$ cat config.mk
export PLATFORM = sky130hd
export DESIGN_NAME = fifo_frame_reader
export DESIGN_NICKNAME = d
export VERILOG_FILES = /design/src/rtl/fifo_frame_pkg.sv /design/src/rtl/frame_skid_buf.sv /design/src/rtl/fifo_frame_reader.sv
export SDC_FILE = /design/constraint.sdc
export NUM_CORES = 1
export LEC_CHECK = 0
export BUFFER_PORTS_ARGS = -buffer_cell sky130_fd_sc_hd__buf_4
export CAP_MARGIN = 20
export CORE_ASPECT_RATIO = 0.5
export CORE_MARGIN = 2
export CORE_UTILIZATION = 53
export CTS_CLUSTER_SIZE = 14
export DETAILED_ROUTE_END_ITERATION = 8
export PLACE_DENSITY = 0.77
export SLEW_MARGIN = 20
export SYNTH_ARGS = -nofsm -noshare
export SYNTH_HDL_FRONTEND = slang
export SYNTH_SLANG_ARGS = --single-unit
export TNS_END_PERCENT = 10
$ cat constraint.sdc
create_clock -name CLOCK -period 2.7 [get_ports CLOCK]
set_input_delay 0.27 -clock CLOCK [delete_from_list [all_inputs] [get_ports CLOCK]]
set_output_delay 0.27 -clock CLOCK [all_outputs]
set_load 0.01 [all_outputs]
$ cat src/rtl/fifo_frame_pkg.sv
// Shared types and default parameter values for the FIFO frame reader.
package fifo_frame_pkg;

  localparam int          DATA_WIDTH_DEF = 32;
  localparam int          LEN_WIDTH_DEF  = 16;
  localparam logic [15:0] HDR_MARKER_DEF = 16'hA5A5;

  // Frame sequencer states: header word, payload words, checksum trailer.
  typedef enum logic [1:0] {
    IDLE    = 2'd0,
    HEADER  = 2'd1,
    PAYLOAD = 2'd2,
    TRAILER = 2'd3
  } state_e;

endpackage

$ cat src/rtl/frame_skid_buf.sv
// Two-entry skid buffer between the FIFO read data and the output stream.
// It absorbs the one-cycle FIFO read latency so payload can stream at one
// word per cycle while still honouring downstream back-pressure.
module frame_skid_buf
  import fifo_frame_pkg::*;
#(
  parameter int DATA_WIDTH = DATA_WIDTH_DEF
) (
  input  logic                  clk,
  input  logic                  rst,
  input  logic                  push,
  input  logic [DATA_WIDTH-1:0] push_data,
  input  logic                  pop,
  output logic [DATA_WIDTH-1:0] head,
  output logic [1:0]            occ
);

  logic [DATA_WIDTH-1:0] mem_q [2];
  logic [DATA_WIDTH-1:0] mem_d [2];
  logic                  rd_ptr_q, rd_ptr_d;
  logic                  wr_ptr_q, wr_ptr_d;
  logic [1:0]            occ_q, occ_d;

  // Next-state for storage, pointers and occupancy.
  always_comb begin
    // NOTE: every variable gets a default before any conditional update, so no
    // path leaves it unassigned and no latch is inferred.
    mem_d[0] = mem_q[0];
    mem_d[1] = mem_q[1];
    rd_ptr_d = rd_ptr_q;
    wr_ptr_d = wr_ptr_q;
    if (push) begin
      mem_d[wr_ptr_q] = push_data;
      wr_ptr_d        = ~wr_ptr_q;
    end
    if (pop) begin
      rd_ptr_d = ~rd_ptr_q;
    end
    occ_d = occ_q + 2'(push) - 2'(pop);
  end

  // Pointer and occupancy registers, cleared by the shared reset.
  always_ff @(posedge clk or posedge rst) begin
    // NOTE: sequential state uses non-blocking assignments so every flop
    // samples the pre-edge values, independent of statement order.
    if (rst) begin
      rd_ptr_q <= 1'b0;
      wr_ptr_q <= 1'b0;
      occ_q    <= 2'd0;
    end else begin
      rd_ptr_q <= rd_ptr_d;
      wr_ptr_q <= wr_ptr_d;
      occ_q    <= occ_d;
    end
  end

  // Entry storage.
  always_ff @(posedge clk) begin
    // NOTE: the data entries are deliberately not reset; occupancy alone
    // decides whether an entry is meaningful, so resetting them buys nothing.
    mem_q[0] <= mem_d[0];
    mem_q[1] <= mem_d[1];
  end

  assign head = mem_q[rd_ptr_q];
  assign occ  = occ_q;

  // A push into a full buffer without a simultaneous pop would lose a word.
  a_no_overflow : assert property (@(posedge clk) disable iff (rst)
    !(push && occ_q == 2'd2 && !pop))
    else $error("frame_skid_buf: push while full");

  // Popping an empty buffer would present stale data as a payload word.
  a_no_underflow : assert property (@(posedge clk) disable iff (rst)
    !(pop && occ_q == 2'd0))
    else $error("frame_skid_buf: pop while empty");

endmodule

$ cat src/rtl/fifo_frame_reader.sv
// Read-side frame sequencer: pops payload words from the sample FIFO and emits
// header / payload / XOR-checksum trailer frames on a ready/valid stream.
module fifo_frame_reader
  import fifo_frame_pkg::*;
#(
  parameter int          DATA_WIDTH = DATA_WIDTH_DEF,
  parameter int          LEN_WIDTH  = LEN_WIDTH_DEF,
  parameter logic [15:0] HDR_MARKER = HDR_MARKER_DEF
) (
  input  logic                  CLOCK,
  input  logic                  RESET,
  input  logic                  ENABLE,
  input  logic [LEN_WIDTH-1:0]  FRAME_LEN,
  input  logic                  FIFO_EMPTY,
  input  logic [DATA_WIDTH-1:0] FIFO_Q,
  output logic                  FIFO_RE,
  output logic [DATA_WIDTH-1:0] OUT_DATA,
  output logic                  OUT_VALID,
  input  logic                  OUT_READY,
  output logic                  OUT_SOF,
  output logic                  OUT_EOF,
  output logic [LEN_WIDTH-1:0]  FRAME_CNT,
  output logic                  BUSY
);

  state_e                state_q, state_d;
  logic [LEN_WIDTH-1:0]  len_q, len_d;
  logic [LEN_WIDTH-1:0]  req_cnt_q, req_cnt_d;
  logic [LEN_WIDTH-1:0]  sent_cnt_q, sent_cnt_d;
  logic [LEN_WIDTH-1:0]  frame_cnt_q, frame_cnt_d;
  logic [DATA_WIDTH-1:0] csum_q, csum_d;
  logic                  inflight_q, inflight_d;

  logic [DATA_WIDTH-1:0] buf_head;
  logic [1:0]            buf_occ;
  logic                  pop;
  logic                  start_ok;
  logic                  start_frame;
  logic [2:0]            pending;

  assign start_ok   = ENABLE && (FRAME_LEN != '0);
  assign inflight_d = FIFO_RE;
  assign FRAME_CNT  = frame_cnt_q;
  assign BUSY       = (state_q != IDLE);

  // The read issued last cycle lands in the buffer this cycle, so the
  // in-flight flag is the buffer's push.
  frame_skid_buf #(
    .DATA_WIDTH (DATA_WIDTH)
  ) u_skid (
    .clk       (CLOCK),
    .rst       (RESET),
    .push      (inflight_q),
    .push_data (FIFO_Q),
    .pop       (pop),
    .head      (buf_head),
    .occ       (buf_occ)
  );

  // Next-state, FIFO read request and stream outputs.
  always_comb begin
    state_d     = state_q;
    len_d       = len_q;
    req_cnt_d   = req_cnt_q;
    sent_cnt_d  = sent_cnt_q;
    csum_d      = csum_q;
    frame_cnt_d = frame_cnt_q;
    start_frame = 1'b0;
    pop         = 1'b0;
    pending     = 3'd0;
    FIFO_RE     = 1'b0;
    OUT_VALID   = 1'b0;
    OUT_SOF     = 1'b0;
    OUT_EOF     = 1'b0;
    OUT_DATA    = '0;

    unique case (state_q)
      IDLE: begin
        if (start_ok) start_frame = 1'b1;
      end

      HEADER: begin
        OUT_VALID = 1'b1;
        OUT_SOF   = 1'b1;
        OUT_DATA  = DATA_WIDTH'({HDR_MARKER, frame_cnt_q});
        if (OUT_READY) state_d = PAYLOAD;
      end

      PAYLOAD: begin
        OUT_VALID = (buf_occ != 2'd0);
        OUT_DATA  = buf_head;
        pop       = OUT_VALID && OUT_READY;
        // Words that will sit in the buffer after this edge: a new read is
        // only safe while that leaves room for its data next cycle.
        pending   = 3'(buf_occ) + 3'(inflight_q) - 3'(pop);
        FIFO_RE   = !FIFO_EMPTY && (req_cnt_q < len_q) && (pending < 3'd2);
        if (FIFO_RE) req_cnt_d = req_cnt_q + LEN_WIDTH'(1);
        if (pop) begin
          csum_d     = csum_q ^ buf_head;
          sent_cnt_d = sent_cnt_q + LEN_WIDTH'(1);
          if (sent_cnt_q + LEN_WIDTH'(1) == len_q) state_d = TRAILER;
        end
      end

      TRAILER: begin
        OUT_VALID = 1'b1;
        OUT_EOF   = 1'b1;
        OUT_DATA  = csum_q;
        if (OUT_READY) begin
          frame_cnt_d = frame_cnt_q + LEN_WIDTH'(1);
          if (start_ok) start_frame = 1'b1;
          else          state_d     = IDLE;
        end
      end

      default: state_d = IDLE;
    endcase

    // Frame start: FRAME_LEN is sampled only here and ignored mid-frame.
    if (start_frame) begin
      state_d    = HEADER;
      len_d      = FRAME_LEN;
      csum_d     = '0;
      req_cnt_d  = '0;
      sent_cnt_d = '0;
    end
  end

  // Sequencer registers; reset also drops any outstanding FIFO read.
  always_ff @(posedge CLOCK or posedge RESET) begin
    if (RESET) begin
      state_q     <= IDLE;
      len_q       <= '0;
      req_cnt_q   <= '0;
      sent_cnt_q  <= '0;
      frame_cnt_q <= '0;
      csum_q      <= '0;
      inflight_q  <= 1'b0;
    end else begin
      state_q     <= state_d;
      len_q       <= len_d;
      req_cnt_q   <= req_cnt_d;
      sent_cnt_q  <= sent_cnt_d;
      frame_cnt_q <= frame_cnt_d;
      csum_q      <= csum_d;
      inflight_q  <= inflight_d;
    end
  end

endmodule

==> results of run 1 <==
-- per-layer routing --
layer	wire length (um)	share of wire	GRT usage	vias up
li1	-	-	-	3157
met5	0	0	0	-
met4	453	0.021	0.102	0
met2	10800	0.49	0.437	233
met3	1410	0.064	0.0578	43
met1	9320	0.42	0.328	3322
-- placed cells by master, fill, tap and decap left out, types with 10 or more instances in the layout --
cell / netlist / layout
ha_1: 27 / 25
a22oi_1: 15 / 15
buf_4: 0 / 157
a222oi_1: 10 / 10
nor2_1: 80 / 79
nand2_1: 85 / 83
a31oi_1: 11 / 11
xor2_1: 42 / 42
nand3_1: 18 / 18
or3_1: 17 / 15
o21ai_0: 40 / 35
a21oi_1: 29 / 24
xnor2_1: 38 / 37
inv_1: 36 / 32
edfxtp_1: 64 / 64
mux2i_1: 12 / 12
mux2_2: 26 / 26
dfrtp_1: 103 / 103
nand4_1: 17 / 17
clkbuf_16: 0 / 17
-- synthesized netlist by cell type (4+ instances only) --
cell      number
a211oi_1       5
a21o_1         6
a21oi_1       29
a222oi_1      10
a22oi_1       15
a31o_2         4
a31oi_1       11
and2_1         4
and3_1         6
and4_1         6
buf_1          6
buf_2          7
clkbuf_1      30
dfrtp_1      103
edfxtp_1      64
ha_1          27
inv_1         36
mux2_2        26
mux2i_1       12
nand2_1       85
nand2b_1       5
nand3_1       18
nand4_1       17
nor2_1        80
nor2b_1       11
nor3_1         7
o21ai_0       40
or3_1         17
xnor2_1       38
xor2_1        42
-- power groups by stage --
| stage | clock network, mW | logic [mW] | registers (mW) |
|---|---|---|---|
| 2_1_floorplan | 0 | 2.53 | 3.51 |
| 3_3_place_gp | 0 | 3.87 | 3.65 |
| 3_5_place_dp | 0 | 3.98 | 3.66 |
| 4_1_cts | 2.41 | 4.20 | 3.63 |
| 5_1_grt | 2.53 | 4.73 | 3.69 |
| 6_report | 2.40 | 4.34 | 3.64 |
-- final timing paths --
kind                                       end  slack (ns)  cells after the start
setup / recovery                 u_skid.occ[1]       -0.48                     21
hold / removal             u_skid.mem_q[0][27]        0.02                      1
setup reg to reg                 u_skid.occ[1]       -0.48                     21
hold reg to reg                  FRAME_CNT[15]        0.52                      1
max in group asynchronous           csum_q[15]        1.93                      3
min in group asynchronous        sent_cnt_q[9]        0.03                      2
-- cell families after synthesis --
group,share of synthesized area
buffers and inverters,0.0357
AOI/OAI and AO/OA,0.115
muxes,0.0483
DFF,0.527
adders and majority gates,0.0419
and+or+nand+nor,0.151
xor gates and xnor gates,0.0820
-- cell type report --
cell class | instances | area (sq um) | share of cell area
well taps | 204 | 255 | 0.0239
inverters | 36 | 146 | 0.0137
multi-input cells | 561 | 3930 | 0.368
clock buffers | 21 | 450 | 0.0422
flip-flops and latches | 167 | 4500 | 0.421
clock inverters | 11 | 113 | 0.0105
repair buffers | 165 | 1290 | 0.121
-- metrics by stage --
step                setup slack (ns)  cells  total power, mW  hold slack, ns  cell area (sq um)
global placement              -0.281   1114             7.52           0.455               9770
finish                        -0.480   1165             10.4          0.0155              10700
floorplan                     -0.181    807             6.05           0.369               8550
detailed placement            -0.396   1114             7.65           0.457               9770
global route                  -0.554   1165             11.0         0.00142              10700
CTS                           -0.582   1166             10.2         0.00541              10500
-- state kept, by name, indices dropped and copies added (netlist names) --
register,count
FRAME_CNT,16
csum_q,32
inflight_q,1
len_q,16
req_cnt_q,16
sent_cnt_q,16
state_q,2
u_skid.mem_q,64
u_skid.occ,2
u_skid.rd_ptr_q,1
u_skid.wr_ptr_q,1
-- worst max-delay path, cell delays in order (launching register included) --
cell,delay (ns)
dfrtp_1,0.39
o21ai_2,0.18
inv_2,0.08
buf_4,0.14
buf_4,0.13
buf_4,0.12
buf_4,0.12
buf_4,0.12
buf_4,0.12
buf_4,0.12
buf_4,0.12
buf_4,0.12
buf_4,0.12
buf_4,0.12
buf_4,0.13
nand2_4,0.09
inv_8,0.06
ha_1,0.28
inv_2,0.04
ha_4,0.17
xnor2_4,0.19
xnor2_1,0.14
-- repair_timing --
item,4_1_cts,5_1_grt
pin swaps,6,19
setup endpoints to repair,17,69
setup buffers,19,4
hold buffers,1,0
gates resized for setup,15,33
endpoints found under the hold margin,2,0
gates cloned,0,0
==> out/qor.yml, run 1 <==
outcome:
  outcome: "finished with violations"
  violations: "negative setup slack"
finish:
  antennaDiodeCount: 0
  post-route-util: 0.686
  final_nets: 1029
  nFillCells: 1138
  syn_to_final_growth_pct: 25.0
  drive_above_1_share: 0.266
setup_path:
  startpoint: "u_skid.occ[0]"
  cp.arrival_ns: 3.54
  crit_path_start_kind: "flop"
  critical_path_required_ns: 3.06
  r2r-start: "u_skid.occ[0]"
  end_kind: "flop"
  cp_max_fo: 8
  crit_type: "flop to flop"
timing:
  setup_violations: 58
  finalCritPeriodShare: 1.18
  fmax_mhz: 314
  period_minus_slack_ns: 3.18
  clock_skew_ns: 0.00936
  setup_tns_ns: -10.16
  finalHoldViolations: 0
  slew_headroom: 0.379
  slew_violations: 0
  setup_ws_ns: -0.480
  worst_pin_slew_ns: 0.929
  rsz0062_at_grt: "yes"
clock_tree:
  clkLatencyLatePin_ns: 0.44
  clockBufferDepth: 2
  clock_sinks: 167
  clk_pin_slew_worst_paths_ns: 0.07
  cts_buffers: 17
  cts_root_buf: "clkbuf_16"
  cts_tree: "yes"
  cts.htree.levels: 4
placement:
  portBuffers: 105
  dp_hpwl_mm: 14.1
  gp_congestion: 0.875
synth:
  ys_types: 56
  synth-edff-count: 64
  syn-instance-count: 807
  seq_area_frac_synth: 0.527
  synth_fp_nets: 888
  synthArstFlopShare: 0.617
  yosys-top-cells-area: "dfrtp_1 30%, edfxtp_1 22%, xor2_1 4.3%, ha_1 4.0%, xnor2_1 3.9%"
  yosys_warnings: 0
  synth_top_area_frac: 0.302
  synth-main-ff-cell: "dfrtp_1"
  synth-seq-cells: 167
  synth.avg_cell_area_sq_um: 10.6
  yosysTopAreaCell: "dfrtp_1"
  synth_area_sq_um: 8540
detailed_routing:
  via_per_inst: 5.80
  first_iter_violations: 561
  wire_per_inst_um: 18.9
  antenna_left: 0
  totalWireLength_mm: 22.0
  drc: 0
  vias: 6755
  first_pass_iters: 5
power_and_ir_drop:
  power_frac_seq: 0.351
  p_sw_frac: 0.385
  power.switching_mw: 3.99
  p_int_mw: 6.39
  clockPowerShare: 0.231
  p_comb_frac: 0.418
  p_leak_nw: 4.54
  irDropWorstVdd_v: 0.000631
  power.density_nw_per_um2: 972
min_path:
  min_from: "FIFO_Q[27]"
  hold_path.class: "input pin to flop"
global_routing:
  track_usage: 0.259
  grt_pass1_vias: 6604
  antenna_found_initial: 0
  grt_first_pass_wirelength_mm: 34.2
  grt_max_degree: 67
  grt_overflow: 0
die:
  rows: 32
  fp.dieW_um: 184
  num_io_pins: 106
  coreArea_sq_um: 15600
  start_util: 0.549
  fp.dieArea_sq_um: 17200
  die_h_um: 93.8
run:
  maxCapViolCount: 0
(Power assumes the default switching activity.)
==> inputs of run 2 (changes only) <==
--- a/config.mk
+++ b/config.mk
@@ -7,7 +7,7 @@
 export LEC_CHECK = 0
 export BUFFER_PORTS_ARGS = -buffer_cell sky130_fd_sc_hd__buf_4
 export CAP_MARGIN = 20
-export CORE_ASPECT_RATIO = 0.5
+export CORE_ASPECT_RATIO = 0.75
 export CORE_MARGIN = 2
 export CORE_UTILIZATION = 53
 export CTS_CLUSTER_SIZE = 14
==> run 2 against run 1 <==
- the flow still finishes with violations (negative setup slack)
- clock skew fell by 0.00054 ns
- maximum frequency up 7.8%
- clock power grew 12%
- via count is 1.4% lower
- sequential share of layout area grew 0.14 points
- combinational power down 2%
- die area fell by 0.29%
==> out/qor.yml, run 2 (same netlist as run 1, synthesis figures left out) <==
die:
  die_h_um: 114
  coreArea_sq_um: 15900
  rows: 40
  start_util: 0.537
  fp.dieW_um: 151
  num_io_pins: 106
  fp.dieArea_sq_um: 17200
power_and_ir_drop:
  power.density_nw_per_um2: 989
  clockPowerShare: 0.255
  p_int_mw: 6.60
  p_leak_nw: 4.50
  p_sw_frac: 0.373
  irDropWorstVdd_v: 0.000692
  p_comb_frac: 0.403
  power.switching_mw: 3.93
  power_frac_seq: 0.343
setup_path:
  critPathTopFamily: "adder cells"
  crit_type: "flop to output port"
  path_cells: "o21ai_2 > inv_2 > ha_4 > nor2b_4 > fa_1 > nor4_4 > o2111ai_2 > a21oi_2 > buf_4 > buf_6"
  critical_path_required_ns: 2.43
  crit_path_start_kind: "flop"
  critPathMaxStageDelay_ns: 0.49
  worstRegToRegCells: 12
  end_kind: "output port"
  rrSetupSlack_ns: -0.23
  r2r_end: "req_cnt_q[13]"
  cp_max_fo: 2
  path_buf_inv: 3
  cp.arrival_ns: 2.68
  r2r-start: "u_skid.occ[0]"
  slowest_stage: "fa_1"
min_path:
  hold_depth: 1
  min_from: "FIFO_Q[8]"
  min_to: "u_skid.mem_q[1][8]"
  hold_path.class: "input pin to flop"
global_routing:
  track_usage: 0.257
  antenna_found_initial: 0
  grt_pass1_vias: 6543
  grt_max_degree: 64
  grt_overflow: 0
  grt_first_pass_wirelength_mm: 33.8
placement:
  gp_congestion: 0.879
  dp_hpwl_mm: 13.9
  detailedPlace.worstSlack_ns: -0.367
  place_area_sq_um: 9790
  portBuffers: 105
timing:
  fmax_mhz: 339
  period_minus_slack_ns: 2.95
  setup_violations: 13
  finalCritPeriodShare: 1.09
  worst_pin_slew_ns: 0.841
  rsz0062_at_grt: "yes"
  setup_ws_ns: -0.250
  whs_ns: 0.0119
  slew_headroom: 0.436
  setup_tns_ns: -1.54
  finalHoldViolations: 0
  clock_skew_ns: 0.00882
  slew_violations: 0
finish:
  regMostFlops: "u_skid.mem_q"
  drive_above_1_share: 0.248
  layout.cells.most_common: "buf_4"
  antennaDiodeCount: 0
  most-common-layout-cells: "146 x buf_4, 103 x dfrtp_1, 85 x nand2_1, 80 x nor2_1, 64 x edfxtp_1"
  final_nets: 1018
  syn_to_final_growth_pct: 24.6
  post-route-util: 0.669
  reg_top3: "u_skid.mem_q: 64 flops, csum_q: 32 flops"
  final_area_sq_um: 10600
  largest_reg_flops: 64
run:
  maxCapViolCount: 0
clock_tree:
  clock_sinks: 167
  clockBufferDepth: 2
  clkLatencyLatePin_ns: 0.44
  cts_root_buf: "clkbuf_16"
  clk_pin_slew_worst_paths_ns: 0.07
  cts.htree.levels: 4
  cts_buffers: 17
  cts_tree: "yes"
detailed_routing:
  first_pass_iters: 8
  first_iter_violations: 754
  wire_per_inst_um: 18.1
  antenna_left: 0
  vias: 6659
  totalWireLength_mm: 21.0
  drc: 0
  via_per_inst: 5.74
outcome:
  outcome: "finished with violations"
  violations: "negative setup slack"
run 2: cell count changes in the layout (fill, tap and decap cells not counted), moves of 3 or more:
cell           previous run  this run
a21oi_1                  24        27
a21oi_2                   5         2
buf_4                   157       146
buf_6                     4         1
bufinv_16                 1         4
clkbuf_1                  3         0
dlygate4sd3_1             1         4
o21ai_0                  35        38
o21ai_1                   6         3
run 2: repair_timing:
| action | CTS | global route |
|---|---|---|
| buffers inserted | 4 | 1 |
| gates resized for setup | 14 | 12 |
| setup endpoints to repair | 18 | 18 |
| hold endpoints to repair | 18 | 6 |
| pin swaps | 6 | 7 |
| hold buffers | 1 | 3 |
run 2: cell type report:
type	instances	area [sq um]
clock buffer	18	439
clock inverter	14	211
fill	1181	5270
inverter	36	139
multi-input combinational	561	3880
sequential	167	4500
tap	210	263
timing repair buffer	154	1210
run 2: metrics by stage:
stage | power [mW] | std cells
after global routing | 11.1 | 1160
after CTS | 10.5 | 1157
after floorplan | 6.05 | 807
final | 10.5 | 1160
after detailed placement | 7.67 | 1120
after global placement | 7.56 | 1120
run 2: routing by layer:
metal | track usage | share of wire
met4 | 0.0579 | 0.0093
met3 | 0.0536 | 0.067
met1 | 0.378 | 0.45
met5 | 0 | 0
met2 | 0.396 | 0.47
run 2: worst max path at each step:
stage                   from       endpoint  slack, ns  depth (start not counted)
2_1_floorplan  u_skid.occ[1]  req_cnt_q[11]      -0.18                         10
3_3_place_gp   u_skid.occ[0]  req_cnt_q[11]      -0.23                         12
3_5_place_dp   u_skid.occ[0]  req_cnt_q[11]      -0.37                         12
4_1_cts        u_skid.occ[1]        FIFO_RE      -0.38                         11
5_1_grt        u_skid.occ[0]        FIFO_RE      -0.38                         10
6_report       u_skid.occ[0]        FIFO_RE      -0.25                         10
run 2: power groups by stage:
| stage | sequential (mW) | combinational (mW) | clock (mW) |
|---|---|---|---|
| after floorplan | 3.51 | 2.53 | 0 |
| after global routing | 3.67 | 4.65 | 2.82 |
| after CTS | 3.60 | 4.18 | 2.70 |
| final | 3.61 | 4.24 | 2.68 |
| after detailed placement | 3.63 | 4.03 | 0 |
| after global placement | 3.61 | 3.94 | 0 |
run 2: worst reg2reg max path, cell delays in order (launching register included):
cell	delay [ns]
dfrtp_1	0.39
o21ai_2	0.20
inv_2	0.08
ha_4	0.28
nor2b_4	0.04
fa_1	0.49
nor4_4	0.19
o2111ai_2	0.20
buf_4	0.22
a2111oi_4	0.31
buf_4	0.18
nand4_1	0.12
a21oi_1	0.17
